===== src/rtl/md5_pkg.sv =====
`default_nettype none
// +-----------------------------------------------------------------------------+
// | md5_pkg : shared MD5 constants, padder FSM state type and small helpers     |
// | Rev 1.0                                                                     |
// +-----------------------------------------------------------------------------+
package md5_pkg;

    localparam int             MD5_BLOCK_W    = 512;
    localparam int             MD5_WORD_W     = 32;
    localparam logic [7:0]     MD5_PAD_BYTE   = 8'h80;
    localparam int             MD5_MAX_SINGLE = 55;
    localparam logic [127:0]   MD5_IV         = 128'h67452301efcdab8998badcfe10325476;

    typedef enum logic [0:0] {
        ACCUM = 1'b0,
        EMIT  = 1'b1
    } pad_state_t;

    // Byte count carried by a word: 4 unless it is the last word with a partial count.
    function automatic logic [2:0] word_bytes(input logic last, input logic [1:0] nbytes);
        return (last && (nbytes != 2'd0)) ? {1'b0, nbytes} : 3'd4;
    endfunction

endpackage
`default_nettype wire


===== src/rtl/md5_pad_lane.sv =====
`default_nettype none
// +-----------------------------------------------------------------------------+
// | md5_pad_lane : one 32-bit lane of the padded block (data / 0x80 / 0 / len)  |
// | Rev 1.0                                                                     |
// +-----------------------------------------------------------------------------+
module md5_pad_lane
    import md5_pkg::*;
(
    input  logic [3:0]            lane,
    input  logic [MD5_WORD_W-1:0] word,
    input  logic [5:0]            len,
    output logic [MD5_WORD_W-1:0] padded
);

    logic [5:0] idx;

    always_comb begin
        padded = '0;
        idx    = '0;
        if (lane == 4'd14) begin
            padded = {23'd0, len, 3'b000};
        end else if (lane != 4'd15) begin
            for (int b = 0; b < 4; b++) begin
                idx = {lane, 2'(b)};
                if (idx < len) begin
                    padded[8*b +: 8] = word[8*b +: 8];
                end else if (idx == len) begin
                    padded[8*b +: 8] = MD5_PAD_BYTE;
                end
            end
        end
    end

endmodule
`default_nettype wire


===== src/rtl/md5_msg_padder.sv =====
`default_nettype none
// +-----------------------------------------------------------------------------+
// | md5_msg_padder : packs a word stream into one MD5-padded 512-bit block      |
// | Option MD5_PAD_OVERFLOW_EN: err_o pulse instead of truncating long messages |
// | Rev 1.0                                                                     |
// +-----------------------------------------------------------------------------+
module md5_msg_padder
    import md5_pkg::*;
#(
    parameter int MAX_LEN_BYTES = MD5_MAX_SINGLE
) (
    input  logic                   clk_i,
    input  logic                   rst_i,
    input  logic                   en_i,
    input  logic [MD5_WORD_W-1:0]  data_i,
    input  logic                   valid_i,
    input  logic                   last_i,
    input  logic [1:0]             nbytes_i,
    output logic                   ready_o,
    output logic                   valid_o,
`ifdef MD5_PAD_OVERFLOW_EN
    output logic                   err_o,
`endif
    output logic [MD5_BLOCK_W-1:0] wb_o
);

    localparam logic [6:0] MAX_L = 7'(MAX_LEN_BYTES);

    pad_state_t            state;
    logic [MD5_WORD_W-1:0] buffer    [14];
    logic [MD5_WORD_W-1:0] lane_word [16];
    logic [3:0]            wcnt;
    logic [5:0]            len;
    logic [6:0]            sum;
    logic                  over;
    logic [5:0]            len_next;
    logic [MD5_BLOCK_W-1:0] pad_block;

    assign ready_o  = en_i && (state == ACCUM);
    assign valid_o  = en_i && (state == EMIT);

    // Length saturates at the limit, so every word after the limit is also "over".
    assign sum      = 7'(len) + 7'(word_bytes(last_i, nbytes_i));
    assign over     = sum > MAX_L;
    assign len_next = over ? MAX_L[5:0] : sum[5:0];

    // The incoming word is merged into its lane so the last word can be padded on acceptance.
    for (genvar k = 0; k < 16; k++) begin : g_lane
        if (k < 14) begin : g_data
            assign lane_word[k] = (wcnt == 4'(k)) ? data_i : buffer[k];
        end else begin : g_len
            assign lane_word[k] = '0;
        end
        md5_pad_lane u_lane (
            .lane   (4'(k)),
            .word   (lane_word[k]),
            .len    (len_next),
            .padded (pad_block[32*k +: 32])
        );
    end

`ifdef MD5_PAD_OVERFLOW_EN
    logic err_q;
    assign err_o = en_i && err_q;
`endif

    always_ff @(posedge clk_i or posedge rst_i) begin
        if (rst_i) begin
            state <= ACCUM;
            wcnt  <= '0;
            len   <= '0;
            wb_o  <= '0;
            for (int k = 0; k < 14; k++) buffer[k] <= '0;
`ifdef MD5_PAD_OVERFLOW_EN
            err_q <= 1'b0;
`endif
        end else if (en_i) begin
`ifdef MD5_PAD_OVERFLOW_EN
            err_q <= 1'b0;
`endif
            case (state)
                ACCUM: begin
                    if (valid_i) begin
                        if (last_i) begin
                            wcnt <= '0;
                            len  <= '0;
                            for (int k = 0; k < 14; k++) buffer[k] <= '0;
`ifdef MD5_PAD_OVERFLOW_EN
                            if (over) begin
                                err_q <= 1'b1;
                            end else begin
                                wb_o  <= pad_block;
                                state <= EMIT;
                            end
`else
                            wb_o  <= pad_block;
                            state <= EMIT;
`endif
                        end else begin
                            for (int k = 0; k < 14; k++) begin
                                if (wcnt == 4'(k)) buffer[k] <= data_i;
                            end
                            if (wcnt < 4'd14) wcnt <= wcnt + 4'd1;
                            len <= len_next;
                        end
                    end
                end
                EMIT:    state <= ACCUM;
                default: state <= ACCUM;
            endcase
        end
    end

endmodule
`default_nettype wire


===== config.mk =====
export PLATFORM = sky130hd
export DESIGN_NAME = md5_msg_padder
export DESIGN_NICKNAME = d
export VERILOG_FILES = /design/src/rtl/md5_pkg.sv /design/src/rtl/md5_pad_lane.sv /design/src/rtl/md5_msg_padder.sv
export SDC_FILE = /design/constraint.sdc
export NUM_CORES = 2
export LEC_CHECK = 0
export ABC_AREA = 1
export CAP_MARGIN = 20
export CORE_UTILIZATION = 50
export DETAILED_ROUTE_END_ITERATION = 10
export PLACE_DENSITY = 0.78
export SYNTH_ARGS = -nofsm -noshare
export SYNTH_HDL_FRONTEND = slang
export SYNTH_SLANG_ARGS = --single-unit

===== constraint.sdc =====
create_clock -name clk_i -period 33.4 [get_ports clk_i]
set_input_delay 10.02 -clock clk_i [delete_from_list [all_inputs] [get_ports clk_i]]
set_output_delay 10.02 -clock clk_i [all_outputs]
set_load 0.01 [all_outputs]

=== Yosys cells after proc, flatten, opt, wreduce, memory -nomap -nowiden ===
Cells that the tools add are included.
Widths: inputs -> output; s select.

* Flip-flop bits (word level): 913
* Bits of input ports: 39
* Output and inout bits: 514
* Logic and storage cells: 292

* Add/sub/neg operators: 2
* $lt $le $gt $ge: 58
* Equal/unequal tests: 68
* Mux-type cells: 135
* Bitwise gates (word level): 1
* Reduce and logical (&&, ||, !) cells: 10

{| class="wikitable"
|+ Operator list
! kind !! count
|-
| $mux 8 || 112
|-
| $mux 32 || 14
|-
| $mux 448 || 1
|-
| $eq 6x6->1 const A || 24
|-
| $lt 6x6->1 const A || 24
|-
| $eq 5x6->1 const A || 16
|-
| $lt 5x6->1 const A || 16
|-
| $eq 4x6->1 const A || 8
|-
| $lt 4x6->1 const A || 8
|-
| $eq 3x6->1 const A || 4
|-
| $eq 4x4->1 const B || 6
|-
| $lt 3x6->1 const A || 4
|-
| $eq 4x3->1 const B || 4
|-
| $eq 2x6->1 const A || 2
|-
| $lt 1x6->1 const A || 2
|-
| $lt 2x6->1 const A || 2
|-
| $mux 6 || 2
|-
| $eq 4x2->1 const B || 2
|-
| $mux 4 || 2
|-
| $reduce_and 4->1 || 2
|-
| $add 6x3->7 || 1
|-
| $gt 7x6->1 const B || 1
|-
| $eq 1x6->1 const A || 1
|-
| $logic_not 6->1 || 1
|-
| other kinds (11) || 15
|}

=== Depth between registers and ports, before layout ===
* Depth in word-level cells: 9
* Depth in mapped cells: 19
* Gate-level depth less buffers: 19

=== By module ===
From an unflattened synthesis, not the netlist that was laid out.

* Cell total of the unflattened synthesis: 6414
* Area, all modules: 49557.5 sq um

{| class="wikitable"
|+ By module, submodules not included
! module !! instances !! cells an instance !! area an instance (sq um) !! sequential area each (sq um)
|-
| md5_msg_padder || 1 || 4558 || 40729.1 || 24298.3
|-
| md5_pad_lane || 16 || 116 || 551.8 || 0.0
|}

=== Worst setup path before layout ===
Ideal clock, no wire load.

* Path type: input to output
* Start point: input port en_i
* End point: output port ready_o
* Data arrival time: 10.238 ns
* Required time: 23.380 ns
* Slack: 13.142 ns
* Stages: 2
* Cell sequence: inv_1 nor2_1

* Cells in the longest elaborated chain, start to end: 1

{| class="wikitable"
|+ Ends and longest elaborated chain
! element !! RTL line !! source
|-
| from (decl) || md5_msg_padder.sv:14 || <nowiki>input logic en_i,</nowiki>
|-
| $logic_and 1x1->1 || md5_msg_padder.sv:39 || <nowiki>assign ready_o = en_i && (state == ACCUM);</nowiki>
|-
| to (decl) || md5_msg_padder.sv:19 || <nowiki>output logic ready_o,</nowiki>
|}

Every way passes these cells.

=== Worst setup path in the final report ===
Ends and elaborated chain as after synthesis.

==> metrics.csv <==
metric,value,unit
slew_violations,0,
setup_viol,0,
fillCellCount,6521,
arrival,11.35,ns
insertion_delay,0.67,ns
syn-cell-area,39800,um^2
clock_sinks,905,
antenna_found_initial,9,
switching_share,0.317,
p_switching,988,uW
holdBufCountCts,0,
fin_crit,21.37,ns
final-hold-violation-count,0,
ys_async_sr_fraction,1.00,
grt_pass1_wl,203,mm
criticalPathCategory,in -> out,
p_total,3.11,mW
die_x,284,um
dp_cells,5958,
drive_gt1_frac,0.0761,
crit_fanout,2,
hold_class,reg -> reg,
p_leak,22.2,nW
instances_no_fill,6145,
num_rows,103,
clockPowerShare,0.352,
gp_congestion,0.898,
pin_count,553,
synth_flop_cell,dfrtp_1,
yosys_warnings,0,
routed-wl-met2,61.4,mm
hold_slack,0.475,ns
avgSynthCellArea,8.54,um^2
netlist_instances,4656,
grt_util_all_layers,0.331,
root_buffer,clkbuf_16,
maxSlewHeadroom,0.189,
ys_top_cells_by_area,"dfrtp_1 (57%), nand2_1 (16%), o21ai_0 (11%), clkbuf_1 (2.5%), inv_1 (1.9%)",
wire_per_inst,22.0,um
status,"finished, final reports clean",
clkTransAtPathRegs,0.06,ns
r2r_slack,28.40,ns
cap_viol_max_count,0,
wl_met3,14.1,mm
seqPwrFrac,0.425,
drtAntennaViolNets,0,
highest_layer,met5,
grt-ovfl-total,0,
cts_resized,0,
drtIter0Drc,4317,
critPathRequiredTime,23.38,ns
critPathLaunchType,input pin,
peakVddDrop,0.0000436,V
grt_max_degree,183,
synth_commonest_cells,"nand2_1 (1654), dfrtp_1 (905), o21ai_0 (858)",
place.port_buffers,494,
vias,34900,
dieArea,80700,um^2
cts_tree,done,
die_h,284,um
cp-end-kind,output port,
synth_most_common_cell,nand2_1,
clk_path_buf_depth,3,
cts_setup_buffers,0,
comb_power_share,0.224,
post-route-drc-count,0,
worst_slew_pin_slew,1.22,ns
synth_edf_count,0,
synth_cell_types,47,
ys_seq_elements,905,
area_delta_synth_final,22.2,%
initial_core_util,0.504,
routed_wl,135,mm
met1_length,53.9,mm
dp_hpwl,84.4,mm
max_freq,46.8,MHz
rsz0062_at_grt,false,
coreArea,78900,um^2
grt_pass1_vias,32500,
fin_setup_tns,0,ns
ys_seq_area_frac,0.569,
post-route-period-util,0.640,
yosysTopAreaCell,dfrtp_1,
finClkSkew,0.0197,ns
internal_power,2.12,mW
vias_per_cell,5.68,
netlist.area_leader.share,0.569,
finalNetCount,5057,
cts_inserted_buffers,94,
p_per_area,64.0,nW/um^2
htree_levels,3,
drt_first_pass_iters,7,
==> worst paths after layout <==
path	startpoint	endpoint	cells after the start
setup / recovery	en_i	ready_o	4
setup reg to reg	state	wb_o[436]	9
min in group asynchronous	rst_i	buffer[346]	2
hold reg to reg	wb_o[340]	wb_o[340]	2
hold / removal	wb_o[340]	wb_o[340]	2
max in group asynchronous	rst_i	wb_o[273]	7
==> layer usage <==
layer | global-route usage | vias up
met1 | 0.456 | 17000
met5 | 0 | -
met4 | 0.150 | 2
met3 | 0.0814 | 287
met2 | 0.497 | 1799
li1 | - | 15800
==> placed cells by master (no fill, tap or decap), types with 23 or more instances in the layout <==
cell type and n:
o22ai_1 101, clkbuf_16 96, clkdlybuf4s50_1 494, nand3_1 66
inv_1 200, buf_4 50, clkbuf_8 23, or2_2 66
conb_1 58, a21oi_1 31, nand2_1 1649, a22o_1 73
o21ai_0 858, nor2_1 127, dfrtp_1 905, clkbuf_1 24
o21ai_1 52, o31ai_1 29
==> power by group through the flow <==
stage / logic, mW / registers (mW) / clock network (mW)
global route: 0.760 / 1.33 / 1.15
CTS: 0.686 / 1.32 / 1.10
global placement: 0.662 / 1.33 / 0
finish: 0.697 / 1.32 / 1.09
detailed placement: 0.681 / 1.34 / 0
floorplan: 0.361 / 1.35 / 0
==> worst max-delay path, stage by stage <==
cell             delay, ns
clkdlybuf4s50_1       0.49
inv_1                 0.06
nor2_1                0.20
clkdlybuf4s50_1       0.58
==> cell families after synthesis <==
family | share of synthesized area
buf+inv | 0.0612
fa+ha+maj | 0.00271
simple gates | 0.204
compound gates | 0.162
other cells | 0.0000943
flops | 0.569
xor+xnor | 0.000220
==> final cells by class <==
class,count,area [um^2],share of cell area
Clock buffer,143,2810,0.0578
Clock inverter,31,417,0.00857
Inverter,223,860,0.0177
Tap cell,1050,1310,0.0270
Sequential cell,905,22600,0.466
Timing Repair Buffer,555,5580,0.115
Multi-Input combinational cell,3231,15000,0.308
Antenna cell,7,17.5,0.000360
==> sequential cells by signal, indices dropped and copies added, names as in the netlist <==
register,count
state,1
len,6
wb_o,454
buffer,440
wcnt,4
==> metrics by stage <==
stage                     instance area [um^2]  worst slack (ns)   util
final                                    48600             12.03  0.616
after global routing                     48600             11.98  0.616
after CTS                                48500             12.03  0.614
after detailed placement                 45200             12.03  0.574
after global placement                   45200             12.04  0.573
after floorplan                          40000             10.93      -
No activity file was read; power rests on OpenSTA's default activity.
